### config.mk
export PLATFORM = sky130hd
export DESIGN_NAME = icache_refill
export DESIGN_NICKNAME = d
export VERILOG_FILES = /design/src/rtl/icache_refill.sv
export SDC_FILE = /design/constraint.sdc
export NUM_CORES = 1
export LEC_CHECK = 0
export CAP_MARGIN = 5
export CORE_ASPECT_RATIO = 0.8
export CORE_UTILIZATION = 34
export CTS_CLUSTER_SIZE = 30
export DETAILED_ROUTE_END_ITERATION = 7
export PLACE_DENSITY_LB_ADDON = 0.2
export SLEW_MARGIN = 15
export SYNTH_ARGS = -nofsm -noshare
export SYNTH_HDL_FRONTEND = slang
export SYNTH_SLANG_ARGS = --single-unit
### constraint.sdc
create_clock -name clkIn -period 5.24 [get_ports clkIn]
set_input_delay 0.786 -clock clkIn [delete_from_list [all_inputs] [get_ports clkIn]]
set_output_delay 0.786 -clock clkIn [all_outputs]
set_load 0.03 [all_outputs]
### src/rtl/icache_refill.sv
// Instruction cache line refill: arbitrates for RAM, streams one byte per
// cycle into a block buffer and presents the finished line for one cycle.
module icache_refill #(
    parameter int BLOCK_WIDTH = 4,
    parameter int BLOCK_SIZE  = 2 ** BLOCK_WIDTH
) (
    input  logic                      clkIn,
    input  logic                      resetIn,
    input  logic                      readyIn,
    input  logic                      flushIn,
    input  logic                      missIn,
    input  logic [31:0]               missAddrIn,
    input  logic                      ramGrantIn,
    input  logic [7:0]                ramDataIn,
    output logic                      ramReqOut,
    output logic [31:0]               ramAddrOut,
    output logic                      memDataValid,
    output logic [31:BLOCK_WIDTH]     memAddr,
    output logic [BLOCK_SIZE*8-1:0]   memDataOut,
    output logic                      busyOut
);

    localparam int CW = BLOCK_WIDTH + 1;
    localparam logic [CW-1:0] LAST = CW'(BLOCK_SIZE);

    typedef enum logic [1:0] {IDLE, REQ, FETCH, DONE} state_t;

    state_t                    r_state;
    state_t                    w_next;
    logic [31-BLOCK_WIDTH:0]   r_base;
    logic [31-BLOCK_WIDTH:0]   r_memAddr;
    logic [CW-1:0]             r_issue;
    logic [CW-1:0]             r_cap;
    logic [BLOCK_SIZE*8-1:0]   r_buf;
    logic [BLOCK_SIZE*8-1:0]   r_memData;
    logic [BLOCK_SIZE*8-1:0]   w_block;
    logic                      w_issue;
    logic                      w_capture;
    logic                      w_last;

    // Capture trails issue by one cycle; the two counters differ while
    // a RAM byte is in flight.
    assign w_issue   = (r_state == FETCH) && (r_issue != LAST);
    assign w_capture = (r_state == FETCH) && (r_cap != r_issue);
    assign w_last    = (r_state == FETCH) && (r_issue == LAST);

    assign ramReqOut    = (r_state == REQ) || (r_state == FETCH);
    assign busyOut      = (r_state != IDLE);
    assign memDataValid = (r_state == DONE);
    assign memAddr      = r_memAddr;
    assign memDataOut   = r_memData;
    assign ramAddrOut   = w_issue ? {r_base, r_issue[BLOCK_WIDTH-1:0]} : 32'd0;

    always_comb begin
        w_block = r_buf;
        w_block[{r_cap[BLOCK_WIDTH-1:0], 3'b000} +: 8] = ramDataIn;
    end

    always_ff @(posedge clkIn) begin
        if (resetIn) r_state <= IDLE;
        else         r_state <= w_next;
    end

    always_comb begin
        w_next = r_state;
        if (flushIn) begin
            w_next = IDLE;
        end else if (readyIn) begin
            case (r_state)
                IDLE:    if (missIn) w_next = REQ;
                REQ:     if (ramGrantIn) w_next = FETCH;
                FETCH:   if (w_last) w_next = DONE;
                DONE:    w_next = IDLE;
                default: w_next = IDLE;
            endcase
        end
    end

    always_ff @(posedge clkIn) begin
        if (resetIn) begin
            r_base    <= '0;
            r_issue   <= '0;
            r_cap     <= '0;
            r_buf     <= '0;
            r_memAddr <= '0;
            r_memData <= '0;
        end else if (flushIn) begin
            r_issue <= '0;
            r_cap   <= '0;
        end else if (readyIn) begin
            if (r_state == IDLE && missIn) r_base <= missAddrIn[31:BLOCK_WIDTH];
            if (r_state == REQ) begin
                r_issue <= '0;
                r_cap   <= '0;
            end
            if (w_issue) r_issue <= r_issue + 1'b1;
            if (w_capture) begin
                r_buf <= w_block;
                r_cap <= r_cap + 1'b1;
            end
            if (w_last) begin
                r_memAddr <= r_base;
                r_memData <= w_block;
            end
        end
    end

endmodule

; Word-level counts from Yosys, hierarchy flattened
; Cells that the tools add are included.
[totals]
ff_bits = 324
inputBits = 46
output_inout_bits = 191
word_cells = 47
[classes]
add_sub_neg = 3
eq_ne = 9
shift = 2
n_mux = 9
n_bitwise = 1
n_reduce_logical = 16
[ops]
columns = operator, count
row1 = $bwmux 128, 1
row2 = $shift 8x9->128 const A, 1
row3 = $shiftx 8x9->128, 1
row4 = $mux 32, 1
row5 = $mux 5, 3
row6 = $add 5x1->5 const B, 2
row7 = $neg 7->9, 1
row8 = $reduce_and 3->1, 3
row9 = $pmux 2 s4, 1
row10 = $mux 2, 3
row11 = $ne 2x2->1 const B, 3
row12 = $reduce_bool 2->1, 3
row13 = $eq 5x5->1 const B, 1
row14 = $ne 5x5->1, 1
row15 = $ne 5x5->1 const B, 1
row16 = $eq 2x2->1 const B, 2
row17 = $logic_and 1x1->1, 4
row18 = $reduce_and 2->1, 2
row19 = $reduce_and 4->1, 1
row20 = $eq 2x1->1 const B, 1
row21 = $logic_not 2->1, 1
row22 = $reduce_or 2->1, 1
row23 = $logic_or 1x1->1, 1
row24 = $not 1->1, 1

; Logic depth before layout (Yosys ltp)
[depth]
word_depth = 4
depth_mapped = 12

; Least setup slack after synthesis
; Ideal clock, no wire load.
[synth_path]
path_kind = reg2out
startpoint = reg r_state[0]
endpoint = out ramAddrOut[0]
arrival_ns = 1.664
setup_slack_ns = 2.790
path_stages_with_launch = 8
n_path_buf = 3
path_cell_list = dfxtp_1 inv_1 ha_1 clkbuf_1 nor2b_1 clkbuf_1 clkbuf_1 and2_1
[synth_between]
elab_chain_cells = 3
[synth_rtl]
columns = element, line
row1 = start: declaration, 28  ; state_t r_state;
row2 = start signal: assignment, 61  ; else r_state <= w_next;
row3 = $eq 2x2->1, 43  ; assign w_issue = (r_state == FETCH) && (r_issue != LAST);
row4 = $logic_and 1x1->1, 43
row5 = $mux 32, 52  ; assign ramAddrOut = w_issue ? {r_base, r_issue[BLOCK_WIDTH-1:0]} : 32'd0;
row6 = end: declaration, 16  ; output logic [31:0] ramAddrOut,
; Every way passes these cells.

; Worst setup path after layout
[layout_path]
startpoint = reg r_issue[0]
endpoint = out ramAddrOut[15]
[layout_between]
elab_chain_cells = 3
[layout_rtl]
columns = element, line
row1 = start: declaration, 32  ; logic [CW-1:0] r_issue;
row2 = start signal: assignment, 96  ; if (w_issue) r_issue <= r_issue + 1'b1;
row3 = $ne 5x5->1, 43
row4 = $logic_and 1x1->1, 43
row5 = $mux 32, 52
; Every way passes these cells.

==> summary.json <==
{
  "place.port_buffers": {"value": 232},
  "max-vdd-ir-drop": {"value": 0.143, "unit": "mV"},
  "synth_compound_area_share": {"value": 13.0, "unit": "%"},
  "final_critical_path_setup_slack": {"value": 1.51, "unit": "ns"},
  "hpwl": {"value": 24700, "unit": "um"},
  "core_region_area": {"value": 0.0394, "unit": "mm2"},
  "die-height": {"value": 181, "unit": "um"},
  "power-per-cell-area": {"value": 292, "unit": "mW/mm2"},
  "synth.yosys.seq_area_share": {"value": 47.7, "unit": "%"},
  "clock_skew": {"value": 0.0134, "unit": "ns"},
  "grt_util_met1": {"value": 26.1, "unit": "%"},
  "final_period_minus_worst_setup_slack": {"value": 3.73, "unit": "ns"},
  "arrival": {"value": 2.95, "unit": "ns"},
  "antenna_violations_before_repair": {"value": 0},
  "proportion_of_synthesized_area_in_mux_cells": {"value": 12.4, "unit": "%"},
  "total_global_routing_overflow": {"value": 0},
  "yosys.cell_types.count": {"value": 52},
  "detail_route.drc_violations": {"value": 0},
  "tritoncts.num_buffers": {"value": 37},
  "clock_tree.buffer_depth": {"value": 3},
  "syn-mean-instance-area": {"value": 8.67, "unit": "um2"},
  "floorplan.die.width": {"value": 226, "unit": "um"},
  "detailroute.via_count": {"value": 11200},
  "grt_busiest_layer": {"value": "met2"},
  "number_of_enable_flip_flop_cells_after_synthesis": {"value": 0},
  "fin_area": {"value": 0.0174, "unit": "mm2"},
  "drt.antenna.violating_nets": {"value": 0},
  "vias_per_cell": {"value": 4.88},
  "synth_top_cells_by_area": {"value": "dfxtp_1 48%, mux2i_1 12%, nor2_1 7.3%"},
  "drv.max_cap_violation_count": {"value": 0},
  "final_cell_mix": {"value": "324 x dfxtp_1, 265 x nor2_1, 231 x clkdlybuf4s50_1"},
  "netlist.area_leader.share": {"value": 47.7, "unit": "%"},
  "worstSetupEndpointType": {"value": "output pin"},
  "grt_setup_unrepaired": {"value": "no"},
  "most_used_flip_flop_cell_after_synthesis": {"value": "dfxtp_1"},
  "root_buffer": {"value": "clkbuf_16"},
  "synth.yosys.warnings": {"value": 0},
  "crit_path_max_fanout": {"value": 35},
  "category_of_the_worst_setup_path_launch_point": {"value": "flip-flop"},
  "main_combinational_cell_family_by_area_after_synthesis": {"value": "simple AND/OR/NAND/NOR gates"},
  "run_status": {"value": "finished clean"},
  "timing.fmax": {"value": 0.268, "unit": "GHz"},
  "syn-cell-area": {"value": 0.0136, "unit": "mm2"},
  "final_hold_viol_count": {"value": 0},
  "total_global_route_track_usage": {"value": 18.5, "unit": "%"},
  "worst_slew_pin_slew": {"value": 1.16, "unit": "ns"},
  "synthXorXnorAreaFrac": {"value": 0.644, "unit": "%"},
  "cts_num_sinks": {"value": 324},
  "detailedRoute.firstPassIterationCount": {"value": 5},
  "cts_hold_buf": {"value": 0},
  "netlist.top_cell.by_area": {"value": "dfxtp_1"},
  "min-delay-path-class": {"value": "reg -> reg"},
  "fin_tns_setup": {"value": 0, "unit": "ns"},
  "die_area": {"value": 0.0408, "unit": "mm2"},
  "final_total_power": {"value": 5080, "unit": "uW"},
  "power.leakage": {"value": 0.00592, "unit": "uW"},
  "met3_usage": {"value": 4.54, "unit": "%"},
  "synth.net_count": {"value": 1626},
  "reg2reg_slack": {"value": 1.98, "unit": "ns"},
  "num-nets-final": {"value": 1785},
  "rows": {"value": 65},
  "grt_pass1_wl": {"value": 59900, "unit": "um"},
  "via_count_of_the_first_global_routing_pass": {"value": 10500},
  "postCtsSetupRepairBufs": {"value": 0},
  "clk_pin_slew_worst_paths": {"value": 0.06, "unit": "ns"},
  "synth_adder_area_share": {"value": 1.01, "unit": "%"},
  "post-route-period-util": {"value": 71.2, "unit": "%"},
  "max_transition_viols_final": {"value": 0},
  "slew_headroom": {"value": 22.7, "unit": "%"},
  "drive_gt1_share": {"value": 5.59, "unit": "%"},
  "final_common_cell": {"value": "dfxtp_1"},
  "drtIter0Drc": {"value": 612},
  "worst_ep_required_time": {"value": 4.45, "unit": "ns"},
  "routed_wirelength": {"value": 38300, "unit": "um"},
  "type_of_the_worst_setup_path": {"value": "reg -> out"},
  "cts_tree": {"value": "yes"},
  "area.growth.synth_to_final": {"value": 27.9, "unit": "%"},
  "postSynthRegisterBits": {"value": 324},
  "grt_max_degree": {"value": 134},
  "groute.layer.met2.usage": {"value": 28.4, "unit": "%"},
  "clock_insertion_delay_worst_skew": {"value": 0.53, "unit": "ns"},
  "report.final.setup_viol": {"value": 0},
  "postSynthCellCount": {"value": 1569},
  "wire_per_inst": {"value": 16.7, "unit": "um"},
  "initial_core_util": {"value": 34.5, "unit": "%"},
  "dpl_cell_area": {"value": 0.0162, "unit": "mm2"},
  "cts_resized": {"value": 0},
  "async_reset_ff_share": {"value": 0, "unit": "%"},
  "cts_htree_levels": {"value": 2},
  "io-pin-count": {"value": 237},
  "final.hold.worst_slack": {"value": 0.452, "unit": "ns"},
  "place_ws": {"value": 1.50, "unit": "ns"},
  "routability_congestion_estimate_from_global_placement": {"value": 0.768},
  "synth-simple-area-share": {"value": 20.7, "unit": "%"}
}
## critical path: stages (launching register included)
cell             delay, ns
dfxtp_1               0.36
inv_1                 0.12
ha_1                  0.15
nor4bb_1              0.59
nor2b_2               0.09
buf_4                 0.26
and2_1                0.20
clkdlybuf4s50_1       0.63
## cells by family after synthesis
family          count (synthesis)
flops                         324
fa+ha+maj                      11
simple gates                  641
buf+inv                       142
xor+xnor                       10
mux                           169
compound gates                272
## state kept, by name, indices dropped and copies added (netlist names)
signal / cells
r_cap: 5
r_state: 2
memAddr: 28
r_issue: 5
r_base: 28
r_buf: 128
memDataOut: 128
## stage by stage
stage,std cells,util [%]
global route,2289,44.1
finish,2290,44.1
detailed placement,2225,41.1
floorplan,1569,-
CTS,2289,44.1
global placement,2225,41.1
## cell usage after synthesis, drive strengths merged, types with 2 or more instances
master,instances
a21oi,109
and3,5
inv,9
mux2i,169
o21ai,15
xnor2,3
dfxtp,324
nand3b,8
a31oi,2
a211oi,121
ha,11
a21boi,2
or2,5
clkbuf,85
xor2,7
or3,2
and2,53
nor3,46
nor2,273
o31ai,7
nor2b,5
nand3,11
nand2,221
buf,47
a311oi,8
nand4,2
nand2b,5
## report_power, final
group / leakage (uW) / switching [uW] / total [uW] / internal (uW)
registers: 0.00261 / 5.20 / 2480 / 2470
logic: 0.00275 / 94.6 / 142 / 47.1
clock network: 0.000564 / 1010 / 2460 / 1450
total: 0.00592 / 1110 / 5080 / 3970
## area by class of cell
class	count	area (um2)
fillers	3925	22100
multi-input cells	1103	6520
flip-flops and latches	324	6490
repair buffers	252	2510
clock buffers	55	1100
well taps	536	671
clock inverters	9	57.6
inverters	10	37.5
diodes	1	2.50
## final timing paths
| check | startpoint | cells past startpoint | to |
|---|---|---|---|
| min reg2reg | memAddr[20] | 2 | memAddr[20] |
| max reg2reg | r_cap[0] | 8 | r_buf[106] |
| min | memAddr[20] | 2 | memAddr[20] |
| max | r_issue[0] | 7 | ramAddrOut[15] |
## metal layers
layer	part of all wire, %	vias to the layer above	wire length, um
met5	0	-	0
met4	1.3	0	513
met3	5.9	45	2240
met2	45	239	17000
met1	48	5225	18500
li1	-	5665	-
No activity file was read; power rests on OpenSTA's default activity.
